[config.mk]
export PLATFORM = sky130hd
export DESIGN_NAME = ram_req_ctrl_d0
export DESIGN_NICKNAME = d
export VERILOG_FILES = /design/src/rtl/ram_req_ctrl_d0.sv
export SDC_FILE = /design/constraint.sdc
export NUM_CORES = 1
export LEC_CHECK = 0
export ABC_AREA = 1
export CAP_MARGIN = 15
export CORE_MARGIN = 2
export CORE_UTILIZATION = 30
export CTS_BUF_LIST = sky130_fd_sc_hd__clkbuf_4 sky130_fd_sc_hd__clkbuf_8
export DETAILED_ROUTE_END_ITERATION = 8
export HOLD_SLACK_MARGIN = 0.1
export SLEW_MARGIN = 20
export SYNTH_ARGS = -nofsm -noshare
export SYNTH_HDL_FRONTEND = slang
export SYNTH_SLANG_ARGS = --single-unit
[constraint.sdc]
create_clock -name clock -period 2.4 [get_ports clock]
set_clock_uncertainty 0.15 [all_clocks]
set_input_delay 0.72 -clock clock [delete_from_list [all_inputs] [get_ports clock]]
set_output_delay 0.72 -clock clock [all_outputs]
set_load 0.005 [all_outputs]
[src/rtl/ram_req_ctrl_d0.sv]
// Requester-side controller for a single-port synchronous-read RAM.
// Serves reads and byte-masked writes; partial writes run as read-modify-write.
module ram_req_ctrl_d0 #(
    parameter int AWIDTH = 3,
    parameter int DWIDTH = 32
) (
    input  logic                     clock,
    input  logic                     reset_n,
    input  logic                     req_valid,
    output logic                     req_ready,
    input  logic                     req_we,
    input  logic [AWIDTH-1:0]        req_addr,
    input  logic [DWIDTH-1:0]        req_wdata,
    input  logic [(DWIDTH/8)-1:0]    req_be,
    output logic                     rsp_valid,
    input  logic                     rsp_ready,
    output logic [DWIDTH-1:0]        rsp_rdata,
    output logic                     busy,
    output logic [AWIDTH-1:0]        ram_addr,
    output logic [DWIDTH-1:0]        ram_din,
    output logic                     ram_we,
    input  logic [DWIDTH-1:0]        ram_dout,
    output logic [1:0]               fsm_state
);
    localparam int NBYTES = DWIDTH / 8;

    // Handshakes: a request transfers on a rising edge with req_valid & req_ready;
    // a response transfers on a rising edge with rsp_valid & rsp_ready.
    typedef enum logic [1:0] {
        IDLE      = 2'd0,
        RD_WAIT   = 2'd1,
        RMW_MERGE = 2'd2,
        RSP       = 2'd3
    } state_t;

    state_t              state;
    state_t              state_next;
    logic [AWIDTH-1:0]   addr_q;
    logic [DWIDTH-1:0]   wdata_q;
    logic [NBYTES-1:0]   be_q;
    logic                accept;
    logic                be_full;
    logic                be_null;

    assign accept  = req_valid & req_ready;
    assign be_full = &req_be;
    assign be_null = ~|req_be;
    assign fsm_state = state;

    always_ff @(posedge clock or negedge reset_n) begin
        if (!reset_n) begin
            state <= IDLE;
        end else begin
            state <= state_next;
        end
    end

    always_comb begin
        state_next = state;
        case (state)
            IDLE: begin
                if (accept && !req_we) begin
                    state_next = RD_WAIT;
                end else if (accept && req_we && !be_full && !be_null) begin
                    state_next = RMW_MERGE;
                end
            end
            RD_WAIT:   state_next = RSP;
            RMW_MERGE: state_next = IDLE;
            RSP: begin
                if (rsp_ready) begin
                    state_next = IDLE;
                end
            end
            default:   state_next = IDLE;
        endcase
    end

    always_comb begin
        req_ready = (state == IDLE) & reset_n;
        busy      = (state != IDLE);
        ram_addr  = addr_q;
        ram_din   = req_wdata;
        ram_we    = 1'b0;
        case (state)
            IDLE: begin
                ram_addr = req_addr;
                ram_we   = accept & req_we & be_full;
            end
            RMW_MERGE: begin
                // RAM output already reflects addr_q, latched at the acceptance edge.
                for (int i = 0; i < NBYTES; i++) begin
                    ram_din[8*i +: 8] = be_q[i] ? wdata_q[8*i +: 8] : ram_dout[8*i +: 8];
                end
                ram_we = reset_n;
            end
            default: ;
        endcase
    end

    always_ff @(posedge clock or negedge reset_n) begin
        if (!reset_n) begin
            addr_q  <= '0;
            wdata_q <= '0;
            be_q    <= '0;
        end else if (state == IDLE && accept) begin
            addr_q  <= req_addr;
            wdata_q <= req_wdata;
            be_q    <= req_be;
        end
    end

    always_ff @(posedge clock or negedge reset_n) begin
        if (!reset_n) begin
            rsp_valid <= 1'b0;
            rsp_rdata <= '0;
        end else if (state == RD_WAIT) begin
            rsp_valid <= 1'b1;
            rsp_rdata <= ram_dout;
        end else if (state == RSP && rsp_ready) begin
            rsp_valid <= 1'b0;
        end
    end
endmodule

* After elaboration in Yosys (flattened, before gate mapping)
Index checks and enable logic that the tools add are counted.
** Word-level totals
- Register bits after elaboration :: 74
- Output and inout bits :: 73
- Memory bits (read-only) :: 0
- Latch bits :: 0
- Logic and storage cells :: 42
- Input port bits :: 76
- Memories :: 0
- Memory bits (writable) :: 0
** Cells by class
- Reduce and logical (&&, ||, !) cells :: 14
- Multiply operators :: 0
- Shifts and indexed selects :: 0
- Bitwise logic cells :: 4
- Eq/ne operators :: 5
- Divide/modulo/power cells :: 0
- Muxes and demuxes :: 13
- Order comparisons :: 0
- Add/subtract/negate cells :: 0
** Operator list (number)
- 2-to-1 mux 32 bit :: 1
- 2-to-1 mux 8 bit :: 4
- one-hot mux 2 bit (4 select lines) :: 1
- logical AND 1 bit :: 6
- 2-to-1 mux 2 bit :: 3
- AND 1 bit :: 4
- == test 2 bit (second input constant) :: 2
- AND reduction 4 bit :: 1
- nonzero test 2 bit :: 2
- OR reduction 4 bit :: 1
- 2-to-1 mux 3 bit :: 1
- inequality test 3 bit (second input constant) :: 1
- == test 2 x 1 -> 1 bit (second input constant) :: 1
- zero test 1 bit :: 2
- zero test 2 bit :: 1
- 2-to-1 mux 1 bit :: 2
- inequality test 2 bit (second input constant) :: 1
- one-hot mux 1 bit (2 select lines) :: 1
- AND reduction 2 bit :: 1

* Longest topological paths before layout
Gate-level depths: netlist of the first run.
- Word-level depth :: 9
- Gate-level depth with buffers :: 8
- Gate-level depth less buffers :: 7

* Least setup slack after synthesis of the first run
No wires, ideal clock.
- Path kind :: flip-flop to output port
- From :: reg state[0], in the netlist fsm_state[0]
- To :: out ram_din[13]
- Buffers on the path :: 1
- Stages on the path, launching flop included :: 7
- Path slack :: 0.401 ns
- Arrival :: 1.129 ns
- Required time :: 1.530 ns
- Cell sequence :: dfrtp_1 -> inv_1 -> nand2_1 -> inv_2 -> buf_1 -> nand2_1 -> o21ai_0
** On the way
- Cells in the longest elaborated chain, start to end :: 2
** RTL lines
- start, declared :: RTL line 36 : state_t state;
- start signal, assigned :: RTL line 54 : state <= state_next;
- == test 2 bit :: RTL line 85 : case (state)
- 2-to-1 mux 32 bit :: RTL line 85
- end, declared :: RTL line 20 : output logic [DWIDTH-1:0] ram_din,
Every way passes these cells.

* Worst setup path after layout of the first run
- From :: in req_wdata[2]
- To :: out ram_din[2]
** On the way
- Cells in the longest elaborated chain, start to end :: 1
** RTL lines
- start, declared :: RTL line 13 : input logic [DWIDTH-1:0] req_wdata,
- 2-to-1 mux 32 bit :: RTL line 85
Every way passes these cells.

==> impl_metrics.xml, run 1 <==
<?xml version="1.0" encoding="UTF-8"?>
<metrics>
  <group name="timing">
    <metric name="min_period_over_period" unit="%">99.0</metric>
    <metric name="finalCriticalPeriod" unit="ns">2.37</metric>
    <metric name="worst_slew_pin_slew" unit="ns">0.783</metric>
    <metric name="clock.fmax" unit="MHz">421</metric>
    <metric name="slew_headroom" unit="%">47.8</metric>
    <metric name="total_of_endpoints_with_negative_setup_slack_in_the_final_report" unit="">0</metric>
    <metric name="totalNegativeSetupSlack" unit="ns">0</metric>
    <metric name="hold_viol" unit="">0</metric>
    <metric name="final-max-slew-violation-count" unit="">0</metric>
    <metric name="setup_repair_after_global_routing_missed_its_margin" unit="">true</metric>
  </group>
  <group name="floorplanning">
    <metric name="die_height" unit="µm">116</metric>
    <metric name="die_area" unit="mm²">0.0134</metric>
    <metric name="die_w" unit="µm">116</metric>
    <metric name="rows" unit="">40</metric>
    <metric name="core_area" unit="mm²">0.0121</metric>
    <metric name="ios" unit="">149</metric>
    <metric name="floorplan.initialDensity" unit="%">31.0</metric>
  </group>
  <group name="global_route">
    <metric name="grt_first_pass_wirelength" unit="µm">17000</metric>
    <metric name="grt_pass1_vias" unit="">3603</metric>
    <metric name="grt_overflow_total" unit="">0</metric>
    <metric name="grt_start_max_net_pins" unit="">62</metric>
    <metric name="grt_usage" unit="%">15.9</metric>
    <metric name="antenna_found_initial" unit="">0</metric>
  </group>
  <group name="route">
    <metric name="wire_per_inst" unit="µm">12.8</metric>
    <metric name="detail_route.iter0.violations" unit="">270</metric>
    <metric name="final_antenna_net_count" unit="">0</metric>
    <metric name="drt_pass1_iterations" unit="">4</metric>
    <metric name="route.detailed.drc" unit="">0</metric>
    <metric name="num_vias" unit="">3763</metric>
    <metric name="wirelength" unit="µm">11000</metric>
    <metric name="drt-vias-per-instance" unit="">4.37</metric>
  </group>
  <group name="synth">
    <metric name="yosys_most_used_dff" unit="">sky130_fd_sc_hd__dfrtp_1</metric>
    <metric name="synth_fp_nets" unit="">559</metric>
    <metric name="syn_inst" unit="">483</metric>
    <metric name="synth_edf_count" unit="">0</metric>
    <metric name="synth-compound-area-share" unit="%">20.7</metric>
    <metric name="post_synth_fa_ha_maj_area_fraction" unit="%">0</metric>
    <metric name="synth_top_family_by_area" unit="">compound AO/OA/AOI/OAI gates</metric>
    <metric name="synthesis.area" unit="mm²">0.00376</metric>
    <metric name="muxShareOfSynthArea" unit="%">0</metric>
    <metric name="avg_cell_area_syn" unit="µm²">7.78</metric>
    <metric name="ys_types" unit="">23</metric>
    <metric name="synth.yosys.warnings" unit="">0</metric>
    <metric name="synth-simple-area-share" unit="%">18.0</metric>
    <metric name="post_synth_xor_xnor_area" unit="%">0</metric>
    <metric name="postSynthRegisterBits" unit="">74</metric>
    <metric name="synth_seq_area_share" unit="%">49.3</metric>
    <metric name="async_reset_ff_share" unit="%">100</metric>
  </group>
  <group name="cts">
    <metric name="root_buffer" unit="">sky130_fd_sc_hd__clkbuf_8</metric>
    <metric name="clock_tree.htree_level_count" unit="">3</metric>
    <metric name="cts-buffers-inserted" unit="">9</metric>
    <metric name="insertion_delay" unit="ns">0.33</metric>
    <metric name="path_clk_slew" unit="ns">0.09</metric>
    <metric name="cts.sink_count" unit="">74</metric>
    <metric name="cts-root-to-sink-buffers" unit="">2</metric>
    <metric name="clock_tree_from_tritoncts" unit="">yes</metric>
  </group>
  <group name="placement">
    <metric name="place.gp.congestion" unit="">0.787</metric>
    <metric name="io_buffers" unit="">148</metric>
    <metric name="place.detailed.instances" unit="">826</metric>
    <metric name="place.detailed.hpwl" unit="µm">7480</metric>
  </group>
  <group name="final_layout">
    <metric name="fillCellCount" unit="">1212</metric>
    <metric name="layout.cells.most_common" unit="">sky130_fd_sc_hd__nand2_1</metric>
    <metric name="share_of_the_core_filled_with_cells_in_the_final_layout" unit="%">49.9</metric>
    <metric name="antenna_cells" unit="">0</metric>
    <metric name="drive_above_1_share" unit="%">27.1</metric>
    <metric name="nets" unit="">764</metric>
    <metric name="area_delta_synth_final" unit="%">60.9</metric>
    <metric name="most-common-layout-cells" unit="">150 x sky130_fd_sc_hd__nand2_1, 71 x sky130_fd_sc_hd__dfrtp_1, 68 x sky130_fd_sc_hd__clkdlybuf4s50_1, 66 x sky130_fd_sc_hd__o21ai_1, 64 x sky130_fd_sc_hd__buf_4</metric>
    <metric name="finalNonFillerCells" unit="">861</metric>
  </group>
  <group name="setup_path">
    <metric name="critical_path_required" unit="ns">1.53</metric>
    <metric name="critical-path-slowest-cell" unit="">sky130_fd_sc_hd__clkdlybuf4s50_1</metric>
    <metric name="crit-reg2reg-launch" unit="">fsm_state[0]</metric>
    <metric name="worst-endpoint-arrival" unit="ns">1.50</metric>
    <metric name="timing.critical_path.fanout_max" unit="">2</metric>
    <metric name="worst_r2r_path_depth" unit="">10</metric>
    <metric name="timing.critical_path.from_type" unit="">primary input</metric>
    <metric name="critical_path.max_stage_delay" unit="ns">0.48</metric>
    <metric name="timing.critical_path.cells" unit="">clkdlybuf4s50_1, inv_1, o21ai_1, buf_2</metric>
    <metric name="reg2reg_slack" unit="ns">0.70</metric>
    <metric name="worstReg2RegEnd" unit="">wdata_q[1]</metric>
    <metric name="worstSetupPathType" unit="">primary input to output port</metric>
    <metric name="crit_end_element" unit="">output port</metric>
  </group>
  <group name="worst_hold_path">
    <metric name="timing.hold.worst.class" unit="">primary input to asynchronous set/reset pin</metric>
  </group>
  <group name="pwr">
    <metric name="p_leak" unit="nW">3.12</metric>
    <metric name="power.ir.vdd_worst" unit="V">0.000480</metric>
    <metric name="power.density_cell_area" unit="mW/mm²">1160</metric>
    <metric name="fin_total_pwr" unit="mW">7.01</metric>
  </group>
  <group name="run">
    <metric name="max_cap_violations" unit="">0</metric>
  </group>
  <group name="outcome">
    <metric name="run_status" unit="">finished, final reports clean</metric>
  </group>
</metrics>
-- logic make-up after synthesis --
family                 after synthesis
and+or+nand+nor                    169
AOI/OAI and AO/OA                  136
buffers and inverters              104
DFF                                 74
-- how the worst max path moves through the flow --
stage / from / end / slack [ns] / depth (start not counted)
global placement: ram_dout[31] / ram_din[31] / -0.59 / 6
CTS: req_valid / ram_we / -0.09 / 4
floorplan: fsm_state[0] / ram_din[13] / 0.40 / 6
detailed placement: req_be[0] / ram_we / -0.58 / 6
global route: fsm_state[0] / ram_we / -0.02 / 6
finish: req_wdata[2] / ram_din[2] / 0.03 / 4
-- routing by layer --
layer	up-vias	track usage [%]	wire length, µm
met2	114	26.3	5240
met5	-	0	0
met4	0	5.56	157
li1	1921	-	-
met3	13	3.03	564
met1	1715	21.0	5040
-- where the power goes --
group	switching (mW)	internal (mW)	total, mW
clock	0.465	0.623	1.09
sequential	0.436	1.88	2.31
combinational	1.72	1.89	3.61
-- state kept, by name, indices dropped and copies added, names as in the netlist --
name       flops
addr_q         3
rsp_rdata     32
wdata_q       32
fsm_state      2
be_q           4
rsp_valid      1
-- cell usage after synthesis (2+ instances only) --
cell / count / area (µm²)
sky130_fd_sc_hd__nand3_1: 4 / 20.0
sky130_fd_sc_hd__dfrtp_1: 74 / 1850
sky130_fd_sc_hd__o21ai_0: 103 / 515
sky130_fd_sc_hd__clkbuf_1: 16 / 60.1
sky130_fd_sc_hd__nor2_1: 5 / 18.8
sky130_fd_sc_hd__nand4_1: 2 / 12.5
sky130_fd_sc_hd__buf_6: 7 / 78.8
sky130_fd_sc_hd__inv_1: 73 / 274
sky130_fd_sc_hd__buf_2: 4 / 20.0
sky130_fd_sc_hd__o21ai_1: 5 / 25.0
sky130_fd_sc_hd__o21ai_2: 26 / 228
sky130_fd_sc_hd__nand2_1: 153 / 574
-- repair_timing --
item	in CTS	in global routing
resized for setup	259	29
gates cloned	0	4
setup endpoints to repair	38	35
pin swaps	26	10
hold buffers	0	0
buffers inserted	11	4
-- final cells by class --
cell class | instances | area (µm²) | area share [%]
Tap cell | 168 | 210 | 3.48
Multi-Input combinational cell | 305 | 1500 | 24.8
Sequential cell | 74 | 1860 | 30.7
Timing Repair Buffer | 223 | 1970 | 32.5
Clock buffer | 11 | 145 | 2.40
Clock inverter | 5 | 77.6 | 1.28
Inverter | 75 | 292 | 4.82
-- metrics by stage --
step,cell area (µm²),setup slack [ns],hold slack [ns]
2_1_floorplan,3760,0.401,0.274
3_3_place_gp,5780,-0.590,0.313
3_5_place_dp,5780,-0.584,0.319
4_1_cts,5880,-0.0867,0.199
5_1_grt,6050,-0.0190,0.216
6_report,6050,0.0251,0.221
-- worst max-delay path, delay by kind of cell --
family          cells  cell delay (ns)
buf+inv             3             0.67
compound gates      1             0.12
No activity file was read; power rests on OpenSTA's default activity.
==> run 2, diff against run 1 <==
--- a/config.mk
+++ b/config.mk
@@ -7,7 +7,7 @@
 export LEC_CHECK = 0
 export ABC_AREA = 1
 export CAP_MARGIN = 15
-export CORE_MARGIN = 2
+export CORE_MARGIN = 4
 export CORE_UTILIZATION = 30
 export CTS_BUF_LIST = sky130_fd_sc_hd__clkbuf_4 sky130_fd_sc_hd__clkbuf_8
 export DETAILED_ROUTE_END_ITERATION = 8
==> impl_metrics.xml, run 2 (same netlist as run 1, synthesis figures left out) <==
<?xml version="1.0" encoding="UTF-8"?>
<metrics>
  <group name="timing">
    <metric name="worst_slew_pin_slew" unit="ns">0.921</metric>
    <metric name="final_critical_path_setup_slack" unit="ns">-0.0372</metric>
    <metric name="hold_viol" unit="">0</metric>
    <metric name="clock.fmax" unit="MHz">410</metric>
    <metric name="total_of_endpoints_with_negative_setup_slack_in_the_final_report" unit="">17</metric>
    <metric name="final-max-slew-violation-count" unit="">0</metric>
    <metric name="slew_headroom" unit="%">38.6</metric>
    <metric name="min_period_over_period" unit="%">102</metric>
    <metric name="setup_repair_after_global_routing_missed_its_margin" unit="">true</metric>
    <metric name="finalCriticalPeriod" unit="ns">2.44</metric>
  </group>
  <group name="global_route">
    <metric name="grt_usage" unit="%">16.2</metric>
    <metric name="grt_overflow_total" unit="">0</metric>
    <metric name="grt_first_pass_wirelength" unit="µm">18700</metric>
    <metric name="use_met2" unit="%">26.6</metric>
    <metric name="grt.met1_usage" unit="%">20.6</metric>
    <metric name="antenna_found_initial" unit="">0</metric>
    <metric name="grt_pass1_vias" unit="">3911</metric>
    <metric name="global_route.usage.met3" unit="%">4.29</metric>
    <metric name="grt_start_max_net_pins" unit="">72</metric>
    <metric name="busiest_layer" unit="">met2</metric>
  </group>
  <group name="cts">
    <metric name="clock_tree_from_tritoncts" unit="">yes</metric>
    <metric name="root_buffer" unit="">sky130_fd_sc_hd__clkbuf_8</metric>
    <metric name="cts.sink_count" unit="">74</metric>
    <metric name="path_clk_slew" unit="ns">0.07</metric>
    <metric name="clock_tree.htree_level_count" unit="">3</metric>
    <metric name="cts-root-to-sink-buffers" unit="">2</metric>
    <metric name="insertion_delay" unit="ns">0.36</metric>
    <metric name="cts-buffers-inserted" unit="">9</metric>
  </group>
  <group name="setup_path">
    <metric name="critical_path_required" unit="ns">1.53</metric>
    <metric name="worst-endpoint-arrival" unit="ns">1.57</metric>
    <metric name="worst_r2r_path_depth" unit="">6</metric>
    <metric name="timing.critical_path.from_type" unit="">flop</metric>
    <metric name="worstSetupPathType" unit="">flop to output port</metric>
    <metric name="crit_end_element" unit="">output port</metric>
    <metric name="timing.critical_path.fanout_max" unit="">8</metric>
    <metric name="crit_start" unit="">fsm_state[1]</metric>
    <metric name="crit-reg2reg-launch" unit="">fsm_state[0]</metric>
  </group>
  <group name="final_layout">
    <metric name="nets" unit="">790</metric>
    <metric name="antenna_cells" unit="">0</metric>
    <metric name="design_area" unit="mm²">0.00640</metric>
    <metric name="biggestRegsByFlops" unit="">rsp_rdata: 32 flops, wdata_q: 32 flops, be_q: 4 flops</metric>
    <metric name="layout.cells.most_common" unit="">sky130_fd_sc_hd__nand2_1</metric>
    <metric name="most-common-layout-cells" unit="">136 x sky130_fd_sc_hd__nand2_1, 87 x sky130_fd_sc_hd__buf_4, 72 x sky130_fd_sc_hd__dfrtp_1, 66 x sky130_fd_sc_hd__clkdlybuf4s50_1, 61 x sky130_fd_sc_hd__inv_1</metric>
    <metric name="drive_above_1_share" unit="%">33.7</metric>
    <metric name="area_delta_synth_final" unit="%">70.4</metric>
  </group>
  <group name="floorplanning">
    <metric name="die_height" unit="µm">120</metric>
    <metric name="die_w" unit="µm">120</metric>
    <metric name="ios" unit="">149</metric>
    <metric name="rows" unit="">40</metric>
    <metric name="floorplan.initialDensity" unit="%">30.9</metric>
    <metric name="core_area" unit="mm²">0.0122</metric>
    <metric name="die_area" unit="mm²">0.0144</metric>
  </group>
  <group name="pwr">
    <metric name="fin_total_pwr" unit="mW">7.43</metric>
    <metric name="p_leak" unit="nW">3.30</metric>
    <metric name="power.density_cell_area" unit="mW/mm²">1160</metric>
    <metric name="power.ir.vdd_worst" unit="V">0.000524</metric>
  </group>
  <group name="route">
    <metric name="detail_route.iter0.violations" unit="">177</metric>
    <metric name="wire_per_inst" unit="µm">13.5</metric>
    <metric name="final_antenna_net_count" unit="">0</metric>
    <metric name="route.detailed.drc" unit="">0</metric>
    <metric name="drt_pass1_iterations" unit="">6</metric>
    <metric name="num_vias" unit="">3949</metric>
    <metric name="drt-vias-per-instance" unit="">4.46</metric>
    <metric name="wirelength" unit="µm">11900</metric>
  </group>
  <group name="placement">
    <metric name="io_buffers" unit="">148</metric>
    <metric name="place.detailed.hpwl" unit="µm">7820</metric>
    <metric name="dpl_cell_area" unit="mm²">0.00578</metric>
    <metric name="place.gp.congestion" unit="">0.803</metric>
  </group>
  <group name="worst_hold_path">
    <metric name="timing.hold.worst.class" unit="">primary input to asynchronous set/reset pin</metric>
  </group>
  <group name="run">
    <metric name="max_cap_violations" unit="">0</metric>
  </group>
  <group name="outcome">
    <metric name="run_status" unit="">finished with violations</metric>
    <metric name="violations" unit="">negative setup slack</metric>
  </group>
</metrics>
==> run 2: changes by cell type in the layout (fill, tap and decap cells not counted), sizes merged <==
cell and change:
buf +25, clkbuf +2, clkdlybuf4s50 -2, clkinv -1
clkinvlp -1, dlygate4sd2 +6, dlymetal6s2s -3, inv -1
==> run 2: layout make-up <==
type	count	area, µm²
Fill cell	1174	5760
Multi-Input combinational cell	305	1620
Tap cell	168	210
Clock buffer	13	166
Sequential cell	74	1850
Timing Repair Buffer	249	2200
Inverter	75	297
Clock inverter	2	60.1
==> run 2: through the flow <==
| stage | worst slack, ns | setup TNS [ns] | hold slack [ns] | utilization (%) | instances |
|---|---|---|---|---|---|
| 2_1_floorplan | 0.401 | 0 | 0.274 | - | 483 |
| 3_3_place_gp | -0.556 | -18.12 | 0.310 | 47.6 | 826 |
| 3_5_place_dp | -0.556 | -18.12 | 0.312 | 47.6 | 826 |
| 4_1_cts | -0.0818 | -0.210 | 0.106 | 50.5 | 878 |
| 5_1_grt | -0.101 | -2.36 | 0.114 | 52.7 | 886 |
| 6_report | -0.0372 | -0.201 | 0.125 | 52.7 | 886 |
==> run 2: final timing paths <==
check	end	slack, ns
setup / recovery	ram_din[31]	-0.04
min in group clock	rsp_valid	0.33
hold / removal	rsp_valid	0.12
max in group asynchronous	be_q[0]	1.00
hold reg to reg	rsp_valid	0.33
setup reg to reg	rsp_rdata[3]	0.51
==> run 2: worst max-delay path, cell delays in order, from the launching register on <==
cell and delay (ns):
sky130_fd_sc_hd__dfrtp_1 0.39, sky130_fd_sc_hd__buf_4 0.15, sky130_fd_sc_hd__nand2_4 0.09, sky130_fd_sc_hd__clkinv_8 0.12, sky130_fd_sc_hd__clkbuf_16 0.19, sky130_fd_sc_hd__o21ai_2 0.14
sky130_fd_sc_hd__buf_2 0.13
==> run 2: layer usage <==
metal	up-vias	part of all wire (%)
li1	1972	-
met1	1835	45
met2	122	48
met3	20	4.9
met4	0	2.0
met5	-	0
==> run 2: repair_timing <==
action,CTS,global route
pin swaps,39,12
setup endpoints to repair,38,32
buffers inserted,35,5
gates resized for setup,275,49
hold buffers,0,0
cloned,2,4
==> run 2: power by group <==
group	internal, mW	switching [mW]	leakage, nW	total (mW)
combinational	2.09	1.93	2.27	4.02
sequential	1.88	0.417	0.914	2.29
clock	0.661	0.453	0.117	1.11
total	4.63	2.80	3.30	7.43
